===== config.mk =====
export PLATFORM = sky130hd
export DESIGN_NAME = hazard3_uart_dtm_rx
export DESIGN_NICKNAME = d
export VERILOG_FILES = /design/src/rtl/hazard3_uart_dtm_pkg.sv /design/src/rtl/hazard3_sync_1bit.sv /design/src/rtl/hazard3_uart_dtm_rx.sv
export SDC_FILE = /design/constraint.sdc
export NUM_CORES = 1
export LEC_CHECK = 0
export BUFFER_PORTS_ARGS = -buffer_cell sky130_fd_sc_hd__buf_2
export CELL_PAD_IN_SITES_DETAIL_PLACEMENT = 2
export CELL_PAD_IN_SITES_GLOBAL_PLACEMENT = 2
export CORE_MARGIN = 3
export CORE_UTILIZATION = 37
export CTS_CLUSTER_SIZE = 16
export DETAILED_ROUTE_END_ITERATION = 6
export PLACE_DENSITY = 0.77
export SLEW_MARGIN = 15
export SYNTH_ARGS = -nofsm -noshare
export SYNTH_HDL_FRONTEND = slang
export SYNTH_SLANG_ARGS = --single-unit

===== constraint.sdc =====
create_clock -name clk -period 3.17 [get_ports clk]
set_input_delay 0.634 -clock clk [delete_from_list [all_inputs] [get_ports clk]]
set_output_delay 0.634 -clock clk [all_outputs]
set_load 0.005 [all_outputs]

===== src/rtl/hazard3_uart_dtm_pkg.sv =====
// Shared definitions for the UART debug-transport receiver.
// Optional feature macro: HAZARD3_UART_DTM_RX_PARITY_EN (8E1 framing when defined).
package hazard3_uart_dtm_pkg;

    // Smallest usable bit period: below this there is no room to find the bit centre.
    localparam int UART_MIN_DIV = 4;

    typedef enum logic [2:0] {
        ST_IDLE      = 3'd0,
        ST_START     = 3'd1,
        ST_DATA      = 3'd2,
        ST_PARITY    = 3'd3,
        ST_STOP      = 3'd4,
        ST_WAIT_HIGH = 3'd5
    } rx_state_e;

endpackage


===== src/rtl/hazard3_sync_1bit.sv =====
// Single-bit metastability synchroniser; flops reset to 1 (idle line level).
module hazard3_sync_1bit #(
    parameter int STAGES = 2
) (
    input  logic clk,
    input  logic rst_n,
    input  logic i_d,
    output logic o_q
);

    logic [STAGES-1:0] r_sync;

    // Shift the asynchronous input through the flop chain.
    always_ff @(posedge clk or negedge rst_n) begin
        if (!rst_n) r_sync <= '1;
        else        r_sync <= {r_sync[STAGES-2:0], i_d};
    end

    assign o_q = r_sync[STAGES-1];

endmodule


===== src/rtl/hazard3_uart_dtm_rx.sv =====
// UART receiver for the debug transport: 8N1 by default, 8E1 when
// HAZARD3_UART_DTM_RX_PARITY_EN is defined. Received bytes sit in a
// single holding register offered to the downstream FIFO via wvld/wrdy.
module hazard3_uart_dtm_rx
    import hazard3_uart_dtm_pkg::*;
#(
    parameter int DIV_W       = 16,
    parameter int SYNC_STAGES = 2
) (
    input  logic             clk,
    input  logic             rst_n,
    input  logic [DIV_W-1:0] div,
    input  logic             rx,
    output logic [7:0]       wdata,
    output logic             wvld,
    input  logic             wrdy,
    output logic             err_framing,
    output logic             err_overflow,
    output logic             err_parity
);

    localparam logic [DIV_W-1:0] MIN_DIV = DIV_W'(UART_MIN_DIV);

    logic             w_rxs;
    logic             r_rxs_prev;
    rx_state_e        r_state;
    rx_state_e        w_state_nxt;
    logic [DIV_W-1:0] r_cnt;
    logic [DIV_W-1:0] r_period;
    logic [DIV_W-1:0] w_div_clamp;
    logic [7:0]       r_shift;
    logic [2:0]       r_bitcnt;
    logic [7:0]       r_wdata;
    logic             r_wvld;
    logic             r_err_fr;
    logic             r_err_ov;
    logic             w_cnt_zero;
    logic             w_start;
    logic             w_reload;
    logic             w_data_smp;
    logic             w_stop_smp;
    logic             w_par_ok;

    hazard3_sync_1bit #(.STAGES(SYNC_STAGES)) u_sync_rx (
        .clk   (clk),
        .rst_n (rst_n),
        .i_d   (rx),
        .o_q   (w_rxs)
    );

    assign w_div_clamp = (div < MIN_DIV) ? MIN_DIV : div;
    assign w_cnt_zero  = (r_cnt == '0);

`ifdef HAZARD3_UART_DTM_RX_PARITY_EN
    logic w_par_smp;
    logic r_par_bad;
    logic r_err_par;
`endif

    // State register.
    always_ff @(posedge clk or negedge rst_n) begin
        if (!rst_n) r_state <= ST_IDLE;
        else        r_state <= w_state_nxt;
    end

    // Next-state logic and per-cycle datapath strobes.
    always_comb begin
        w_state_nxt = r_state;
        w_start     = 1'b0;
        w_reload    = 1'b0;
        w_data_smp  = 1'b0;
        w_stop_smp  = 1'b0;
`ifdef HAZARD3_UART_DTM_RX_PARITY_EN
        w_par_smp   = 1'b0;
`endif
        case (r_state)
            ST_IDLE: begin
                if (r_rxs_prev && !w_rxs) begin
                    w_start     = 1'b1;
                    w_state_nxt = ST_START;
                end
            end
            ST_START: begin
                if (w_cnt_zero) begin
                    if (w_rxs) begin
                        w_state_nxt = ST_IDLE;
                    end else begin
                        w_reload    = 1'b1;
                        w_state_nxt = ST_DATA;
                    end
                end
            end
            ST_DATA: begin
                if (w_cnt_zero) begin
                    w_data_smp = 1'b1;
                    w_reload   = 1'b1;
                    if (r_bitcnt == 3'd7) begin
`ifdef HAZARD3_UART_DTM_RX_PARITY_EN
                        w_state_nxt = ST_PARITY;
`else
                        w_state_nxt = ST_STOP;
`endif
                    end
                end
            end
`ifdef HAZARD3_UART_DTM_RX_PARITY_EN
            ST_PARITY: begin
                if (w_cnt_zero) begin
                    w_par_smp   = 1'b1;
                    w_reload    = 1'b1;
                    w_state_nxt = ST_STOP;
                end
            end
`endif
            ST_STOP: begin
                if (w_cnt_zero) begin
                    w_stop_smp  = 1'b1;
                    w_state_nxt = w_rxs ? ST_IDLE : ST_WAIT_HIGH;
                end
            end
            ST_WAIT_HIGH: begin
                if (w_rxs) w_state_nxt = ST_IDLE;
            end
            default: w_state_nxt = ST_IDLE;
        endcase
    end

    // Bit-period counter. Reloading with period-1 at each sample makes
    // successive samples exactly one period apart; the start bit is found
    // at half a period (plus the one-cycle edge detect) from the edge.
    always_ff @(posedge clk or negedge rst_n) begin
        if (!rst_n) begin
            r_cnt    <= '0;
            r_period <= MIN_DIV;
        end else if (w_start) begin
            r_period <= w_div_clamp;
            r_cnt    <= w_div_clamp >> 1;
        end else if (w_reload) begin
            r_cnt    <= r_period - DIV_W'(1);
        end else if (!w_cnt_zero) begin
            r_cnt    <= r_cnt - DIV_W'(1);
        end
    end

    // Edge-detect history and LSB-first data shifter.
    always_ff @(posedge clk or negedge rst_n) begin
        if (!rst_n) begin
            r_rxs_prev <= 1'b1;
            r_shift    <= '0;
            r_bitcnt   <= '0;
        end else begin
            r_rxs_prev <= w_rxs;
            if (w_start) begin
                r_bitcnt <= '0;
            end else if (w_data_smp) begin
                r_shift  <= {w_rxs, r_shift[7:1]};
                r_bitcnt <= r_bitcnt + 3'd1;
            end
        end
    end

`ifdef HAZARD3_UART_DTM_RX_PARITY_EN
    // Even parity: the received parity bit must equal the XOR of the data bits.
    always_ff @(posedge clk or negedge rst_n) begin
        if (!rst_n)         r_par_bad <= 1'b0;
        else if (w_par_smp) r_par_bad <= w_rxs ^ (^r_shift);
    end

    assign w_par_ok = ~r_par_bad;

    // Parity error reported at the stop sample, whatever the stop bit.
    always_ff @(posedge clk or negedge rst_n) begin
        if (!rst_n) r_err_par <= 1'b0;
        else        r_err_par <= w_stop_smp & r_par_bad;
    end

    assign err_parity = r_err_par;
`else
    assign w_par_ok   = 1'b1;
    assign err_parity = 1'b0;
`endif

    // Holding register, handshake and error pulses. A frame completing in
    // the same cycle the old byte is accepted replaces it without overflow.
    always_ff @(posedge clk or negedge rst_n) begin
        if (!rst_n) begin
            r_wdata  <= '0;
            r_wvld   <= 1'b0;
            r_err_fr <= 1'b0;
            r_err_ov <= 1'b0;
        end else begin
            r_err_fr <= 1'b0;
            r_err_ov <= 1'b0;
            if (r_wvld && wrdy) r_wvld <= 1'b0;
            if (w_stop_smp) begin
                if (!w_rxs) begin
                    r_err_fr <= 1'b1;
                end else if (w_par_ok) begin
                    if (r_wvld && !wrdy) begin
                        r_err_ov <= 1'b1;
                    end else begin
                        r_wdata <= r_shift;
                        r_wvld  <= 1'b1;
                    end
                end
            end
        end
    end

    assign wdata        = r_wdata;
    assign wvld         = r_wvld;
    assign err_framing  = r_err_fr;
    assign err_overflow = r_err_ov;

endmodule


==> impl_metrics.yaml, run 1 <==
outcome:
  run_status: "finished clean"
clock_tree:
  htree_levels: 3
  cts_tree: "built"
  cts_buffers: 9
  clock_path_buffers: 2
  clkTransAtPathRegs_ns: 0.09
  clock_sinks: 60
  cts_root_buf: "clkbuf_8"
  clk_latency_ns: 0.36
synth:
  yosysTopAreaCellShare: 0.461
  ys.flop_type: "dfrtp_1"
  syn_nets: 326
  synthArstFlopShare: 1.00
  muxShareOfSynthArea: 0.0593
  synth_xor_area_frac: 0.0317
  ys_ff_latch: 60
  ys_top_cells_by_area: "dfrtp_1 46%, nand2_1 6.3%, a21oi_1 3.6%, dfstp_2 3.5%, mux2_1 3.0%"
  syn_area_per_cell_um2: 10.0
  synth-edff-count: 0
  synthCells: 303
  synth_cell_type_count: 58
  synth_top_family_by_area: "simple AND/OR/NAND/NOR gates"
  netlist_area_um2: 3040
  synth-compound-area-share: 0.143
  synthSimpleGateAreaFrac: 0.233
  synthAdderAreaFrac: 0.0124
  ys_warn_count: 0
  yosysTopAreaCell: "dfrtp_1"
  yosysSeqAreaShare: 0.496
die:
  dieArea_um2: 9330
  core_area_um2: 7850
  die_h_um: 96.6
  rows: 32
  start_util: 0.387
  dieWidth_um: 96.6
  ios: 32
critical_path:
  crit_buf_inv: 0
  crit_chain: "nor3b_2, o21bai_2, nor3_4, a21oi_1, ha_1, nor3b_1, o21ai_1, nor2_1, a22oi_1, a21oi_1, a21o_1"
  slowest_stage: "dfrtp_1"
  cpMostUsedCell: "a21oi_1"
  crit_start: "r_state[0]"
  critical_path_peak_fanout: 12
  worstPathArrival_ns: 3.15
  timing.rr.start: "r_state[0]"
  r2r_end: "r_cnt[4]"
  cp-end-kind: "register"
  ff2ff_setup_slack_ns: 0.26
  endpoint: "r_cnt[4]"
  crit_path_start_kind: "register"
  path_class: "register to register"
  critPathTopFamily: "compound AO/OA/AOI/OAI gates"
  cp.required_ns: 3.41
  critical_path_depth: 11
  cp_slowest_stage_delay_ns: 0.59
  r2r_cells: 11
grt:
  antenna_found_initial: 0
  grt_max_degree: 33
  grt_pass1_wl_um: 14900
  first_global_vias: 2738
  grt.overflow.total: 0
  grt.total_usage: 0.218
detailed_routing:
  first_pass_iters: 4
  drcViolationCount: 0
  drtIter0Drc: 59
  wl_per_cell_um: 20.6
  num_vias: 2455
  vias_per_cell: 5.48
  ant_nets: 0
  wirelength_um: 9210
layout:
  postLayoutCellArea_um2: 3540
  final_net_count: 364
  mostFrequentLayoutCell: "dfrtp_1"
  layout_common_cells: "56 x dfrtp_1, 51 x nand2_1, 30 x buf_2"
  areaGrowthSynthToFinish_pct: 16.4
  num_antenna_cells: 0
  drive_above_1_share: 0.257
timing:
  setup_violations: 0
  finalClockSkew_ns: 0.0190
  max_freq_mhz: 344
  hold_slack_ns: 0.354
  slew_violations: 0
  relSlewSlack: 0.475
  hold_viol_final: 0
  fin_ws_ns: 0.260
  fin_setup_tns_ns: 0
  worstMarginPinSlew_ns: 0.787
  min_period_over_period: 0.918
  min_period_ns: 2.91
  rsz0062_at_grt: "false"
place:
  gp_congestion: 0.784
  numPortBuffers: 30
  dp_hpwl_um: 6600
  dp_slack_ns: 0.244
  placed_cell_area_um2: 3330
pwr:
  power_density_nw_per_um2: 778
  design_power_total_mw: 2.75
  leakage_nw: 1.66
  peakVddDrop_mv: 0.374
job:
  cap_violations: 0
hold_path:
  hold_class: "input pin to async pin"
-- registers in the layout (all words and copies together), names as in the netlist --
register          flops
r_period             16
wvld                  1
err_framing           1
r_bitcnt              3
u_sync_rx.r_sync      2
r_shift               8
r_rxs_prev            1
wdata                 8
r_state               3
err_overflow          1
r_cnt                16
-- metrics by stage --
step,util,cells
3_5_place_dp,0.424,432
3_3_place_gp,0.424,432
6_report,0.451,448
4_1_cts,0.450,448
2_1_floorplan,-,303
5_1_grt,0.451,448
-- where the power goes --
group | internal (mW) | total [mW] | switching, mW
clock network | 0.366 | 0.709 | 0.343
registers | 0.975 | 1.25 | 0.276
logic | 0.334 | 0.791 | 0.457
-- routing by layer --
layer	wire (µm)	GRT usage	part of all wire	vias up
met3	289	0.0480	0.031	11
met5	0	0	0	-
met2	4290	0.339	0.47	36
li1	-	-	-	1149
met1	4500	0.308	0.49	1259
met4	133	0.0607	0.014	0
-- cell usage after synthesis, drive strengths merged (2+ instances only) --
library cell,count
a22o,2
nor2b,2
dfstp,4
ha,3
nand2,52
nor2,24
dfrtp,56
nor4,7
nor3,12
xor2,4
o21ai,20
inv,3
nand3,10
mux2,16
and2,2
nor4b,3
clkbuf,5
nand4,3
a21oi,22
a22oi,2
nand2b,4
a211oi,4
or2,2
o31ai,3
o21a,2
a21o,3
nor3b,4
xnor2,7
buf,7
-- kinds of logic after synthesis --
| logic type | Yosys count |
|---|---|
| AND/OR/NAND/NOR | 129 |
| AO/OA/AOI/OAI | 68 |
| flip-flops | 60 |
| multiplexers | 16 |
| buffers and inverters | 15 |
| XOR/XNOR | 11 |
| adder cells (fa/ha/maj) | 3 |
| other | 1 |
-- layout make-up --
class | count | area [µm²]
Fill cell | 867 | 4310
Sequential cell | 60 | 1510
Multi-Input combinational cell | 228 | 1470
Timing Repair Buffer | 39 | 218
Tap cell | 102 | 128
Clock buffer | 9 | 124
Clock inverter | 7 | 76.3
Inverter | 3 | 11.3
-- how the worst min path moves through the flow --
stage / endpoint / depth (start not counted)
2_1_floorplan: err_framing / 0
3_3_place_gp: u_sync_rx.r_sync[1] / 0
3_5_place_dp: u_sync_rx.r_sync[1] / 0
4_1_cts: r_state[1] / 1
5_1_grt: u_sync_rx.r_sync[0] / 1
6_report: r_state[0] / 1
-- repair_timing --
| action | in CTS | in global routing |
|---|---|---|
| endpoints found under the setup margin | 0 | 4 |
| gates resized for setup | 0 | 1 |
| setup buffers | 0 | 0 |
| hold buffers | 0 | 0 |
No activity file was read; power rests on OpenSTA's default activity.
==> run 2: changes to the inputs <==
- ABC_AREA: unset -> 1
- CORE_MARGIN: 3 -> 2
- CORE_UTILIZATION: 37 -> 35
- PLACE_DENSITY: 0.77 -> 0.78
==> run 2 against run 1 <==
Wire length rose by 15%. Core utilization fell by 3.9 points. Final area rose by 8.2%. Highest routed layer unchanged. Power rose by 19%. Via count rose by 24%. Die area rose by 12%.
==> impl_metrics.yaml, run 2 <==
pwr:
  peakVddDrop_mv: 0.304
  design_power_total_mw: 3.28
  power_density_nw_per_um2: 857
  leakage_nw: 1.92
critical_path:
  critical_path_peak_fanout: 25
  cp-end-kind: "register"
  ff2ff_setup_slack_ns: 0.52
  crit_path_start_kind: "register"
  r2r_end: "r_cnt[10]"
  cp.required_ns: 3.44
  timing.rr.start: "u_sync_rx.r_sync[1]"
  r2r_cells: 13
  worstPathArrival_ns: 2.92
  path_class: "register to register"
detailed_routing:
  vias_per_cell: 5.12
  drcViolationCount: 0
  num_vias: 3046
  wl_per_cell_um: 17.8
  first_pass_iters: 5
  ant_nets: 0
  drtIter0Drc: 85
  wirelength_um: 10600
clock_tree:
  clock_path_buffers: 2
  htree_levels: 3
  cts-hold-fix-buffers: 0
  cts_resized: 0
  cts_tree: "built"
  post-cts-setup-buffers: 0
  clkTransAtPathRegs_ns: 0.08
  cts_buffers: 9
  clock_sinks: 60
  cts_root_buf: "clkbuf_8"
  clk_latency_ns: 0.36
layout:
  num_antenna_cells: 0
  final_net_count: 484
  mostFrequentLayoutCell: "nand2_1"
  postLayoutCellArea_um2: 3820
  fin_cells: 595
  layout_common_cells: "114 x nand2_1, 56 x dfrtp_1, 49 x inv_1"
  areaGrowthSynthToFinish_pct: 13.6
  drive_above_1_share: 0.200
  n_fill_cell: 1123
  fin_util: 0.412
  top_regs: "r_cnt (16), r_period (16)"
die:
  dieArea_um2: 10400
  dieWidth_um: 102
  die_h_um: 102
  core_area_um2: 9280
  start_util: 0.363
  rows: 35
  ios: 32
outcome:
  run_status: "finished clean"
timing:
  relSlewSlack: 0.549
  slew_violations: 0
  finalClockSkew_ns: 0.0150
  rsz0062_at_grt: "false"
  setup_violations: 0
  fin_ws_ns: 0.518
  hold_viol_final: 0
  min_period_over_period: 0.837
  worstMarginPinSlew_ns: 0.676
  hold_slack_ns: 0.309
  max_freq_mhz: 377
  fin_setup_tns_ns: 0
  min_period_ns: 2.65
synth:
  yosysSeqAreaShare: 0.447
  synthCells: 429
  syn_nets: 452
  yosysTopAreaCellShare: 0.416
  ys_top_cells_by_area: "dfrtp_1 42%, nand2_1 13%, inv_1 5.5%, o21ai_0 5.4%, nor2_1 4.3%"
  ys_top_cells_by_count: "114 x nand2_1, 56 x dfrtp_1, 49 x inv_1"
  ys.flop_type: "dfrtp_1"
  yosysTopAreaCell: "dfrtp_1"
  synthArstFlopShare: 1.00
  yosysMostFrequentCell: "nand2_1"
  synth-edff-count: 0
  netlist_area_um2: 3370
  syn_area_per_cell_um2: 7.85
  synth_cell_type_count: 40
  ys_ff_latch: 60
  ys_warn_count: 0
grt:
  first_global_vias: 3349
  grt.overflow.total: 0
  grt_max_degree: 32
  grt_pass1_wl_um: 17800
  antenna_found_initial: 0
  grt.total_usage: 0.225
place:
  dp_hpwl_um: 7760
  gp_congestion: 0.838
  dp_slack_ns: 0.598
  dp_cells: 579
  numPortBuffers: 30
  placed_cell_area_um2: 3620
job:
  cap_violations: 0
hold_path:
  hold_class: "input pin to async pin"
-- run 2: cell types whose count changed after synthesis, moves of 12 or more --
cell | previous run | this run
inv_1 | 3 | 49
nand3_1 | 10 | 22
nand2_1 | 51 | 114
o21ai_0 | 11 | 36
nor2_1 | 23 | 39
nand4_1 | 2 | 21
-- run 2: layer usage --
layer  up-vias  GRT usage  routed length [µm]
met5         -          0                   0
met4         0     0.0667                 137
met3        12     0.0321                 204
met2        36      0.384                5350
met1      1547      0.297                4920
li1       1451          -                   -
-- run 2: worst max-delay path by stage --
stage                         from         to  slack, ns
6_report       u_sync_rx.r_sync[1]  r_cnt[10]       0.52
5_1_grt        u_sync_rx.r_sync[1]  r_cnt[10]       0.29
4_1_cts        u_sync_rx.r_sync[1]  r_cnt[10]       0.51
3_5_place_dp             r_cnt[15]  r_cnt[10]       0.60
3_3_place_gp   u_sync_rx.r_sync[1]  r_cnt[10]       0.75
2_1_floorplan            r_cnt[11]  r_cnt[10]       1.24
-- run 2: layout make-up --
cell class / count / area, µm² / share of cell area
clock inverters: 7 / 81.3 / 0.0213
flip-flops and latches: 60 / 1510 / 0.394
repair buffers: 36 / 195 / 0.0510
well taps: 129 / 161 / 0.0422
multi-input cells: 302 / 1560 / 0.408
clock buffers: 9 / 124 / 0.0324
inverters: 52 / 195 / 0.0510
-- run 2: critical path: stages, from the launching register on --
cell	delay (ns)
dfstp_2	0.56
inv_1	0.11
nand3_2	0.12
nand2_4	0.21
nand3_4	0.25
nand2_1	0.09
nand2_1	0.15
ha_1	0.25
nand2_1	0.11
nor2_2	0.14
nand2_1	0.13
o21ai_1	0.15
nand3_1	0.12
a21oi_1	0.16
-- run 2: kinds of logic after synthesis --
group,share of synthesized area
compound gates,0.103
xor+xnor,0.00260
fa+ha+maj,0.0111
buf+inv,0.0888
flops,0.447
other cells,0.00111
simple gates,0.346
-- run 2: power breakdown --
part / switching, mW / internal (mW)
combinational: 0.991 / 0.417
sequential: 0.130 / 0.996
clock: 0.367 / 0.375
total: 1.49 / 1.79
==> run 3: changes to the inputs <==
- clock period: 3.17 -> 2.7 ns (I/O delays scaled with it)
==> run 3 against run 2 <==
Core utilization increased by 1.1 points. First-iteration DRC count decreased by 14%. Power increased by 21%.
==> impl_metrics.yaml, run 3 (synthesis gave the netlist of run 2 again) <==
place:
  dp_slack_ns: 0.161
  dp_cells: 581
  numPortBuffers: 30
  dp_hpwl_um: 7720
  gp_congestion: 0.826
clock_tree:
  clk_latency_ns: 0.35
  cts_buffers: 9
  cts_root_buf: "clkbuf_8"
  clock_sinks: 60
  clkTransAtPathRegs_ns: 0.08
  htree_levels: 3
  cts_tree: "built"
  clock_path_buffers: 2
  cts-hold-fix-buffers: 0
layout:
  areaGrowthSynthToFinish_pct: 16.6
  final_net_count: 495
  num_antenna_cells: 0
  fin_cells: 606
  top_regs: "r_cnt (16), r_period (16)"
  drive_above_1_share: 0.220
  mostFrequentLayoutCell: "nand2_1"
  layout_common_cells: "113 x nand2_1, 56 x dfrtp_1, 49 x inv_1"
die:
  start_util: 0.363
  die_h_um: 102
  dieWidth_um: 102
  dieArea_um2: 10400
  core_area_um2: 9280
  rows: 35
  ios: 32
job:
  cap_violations: 0
timing:
  finalClockSkew_ns: 0.00881
  slew_violations: 0
  max_freq_mhz: 405
  worstMarginPinSlew_ns: 0.796
  min_period_ns: 2.47
  relSlewSlack: 0.469
  setup_violations: 0
  min_period_over_period: 0.913
  hold_viol_final: 0
  fin_ws_ns: 0.234
critical_path:
  critical_path_peak_fanout: 12
  crit_start: "r_cnt[15]"
  path_class: "register to register"
  timing.rr.start: "r_cnt[15]"
  cp-end-kind: "register"
  crit_path_start_kind: "register"
  worstPathArrival_ns: 2.74
  r2r_cells: 12
  cp.required_ns: 2.97
pwr:
  leakage_nw: 1.98
  power_density_nw_per_um2: 1010
  peakVddDrop_mv: 0.349
detailed_routing:
  num_vias: 3072
  vias_per_cell: 5.07
  wl_per_cell_um: 17.8
  drtIter0Drc: 73
  drcViolationCount: 0
  wirelength_um: 10800
  ant_nets: 0
  first_pass_iters: 4
grt:
  grt.overflow.total: 0
  grt_pass1_wl_um: 17400
  grt_max_degree: 61
  first_global_vias: 3348
  grt.total_usage: 0.221
  antenna_found_initial: 0
hold_path:
  hold_class: "input pin to register"
  min_from: "rx"
  min_path_cells: 1
outcome:
  run_status: "finished clean"
[run 3: worst max-delay path, cell delays in order, from the launching register on]
cell	delay, ns
dfrtp_1	0.40
nor2_1	0.16
nand2_1	0.16
nor2_8	0.25
buf_4	0.23
nand4_1	0.15
nand2_1	0.21
nand2_1	0.13
nor2_2	0.15
nand2_1	0.13
o21ai_1	0.15
nand3_1	0.11
a21oi_1	0.16
[run 3: area by class of cell]
type,count,area (µm²)
fill,1117,5360
multi-input combinational,302,1570
tap,129,161
clock inverter,6,88.8
inverter,52,195
sequential,60,1510
timing repair buffer,47,282
clock buffer,10,128
[run 3: routing by layer]
layer | vias up | GRT usage | routed length [µm]
met5 | - | 0 | 0
met4 | 0 | 0.0544 | 89
met3 | 9 | 0.0390 | 282
met2 | 41 | 0.383 | 5500
met1 | 1542 | 0.287 | 4940
li1 | 1480 | - | -
[run 3: through the flow]
step                      total power, mW  area (µm²)  hold slack (ns)  setup TNS (ns)   util
final                                3.96        3930            0.278               0  0.423
after global routing                 4.28        3930            0.264         -0.0608  0.423
after CTS                            3.95        3850            0.276               0  0.415
after detailed placement             3.00        3630            0.357               0  0.392
after global placement               2.89        3630            0.347               0  0.392
after floorplan                      2.53        3370            0.244               0      -
[run 3: repair_timing]
action,CTS,global route
hold endpoints to repair,0,0
resized for setup,0,3
setup buffers,0,9
endpoints found under the setup margin,0,3
[run 3: final timing paths]
check	endpoint	slack, ns
min reg2reg	u_sync_rx.r_sync[1]	0.37
min	u_sync_rx.r_sync[0]	0.28
max in group asynchronous	r_cnt[5]	1.82
max reg2reg	r_cnt[10]	0.23
min in group asynchronous	wdata[5]	0.35
max	r_cnt[10]	0.23
[run 3: power by group]
part	internal [mW]	switching [mW]
sequential	1.17	0.158
combinational	0.529	1.19
clock	0.520	0.391
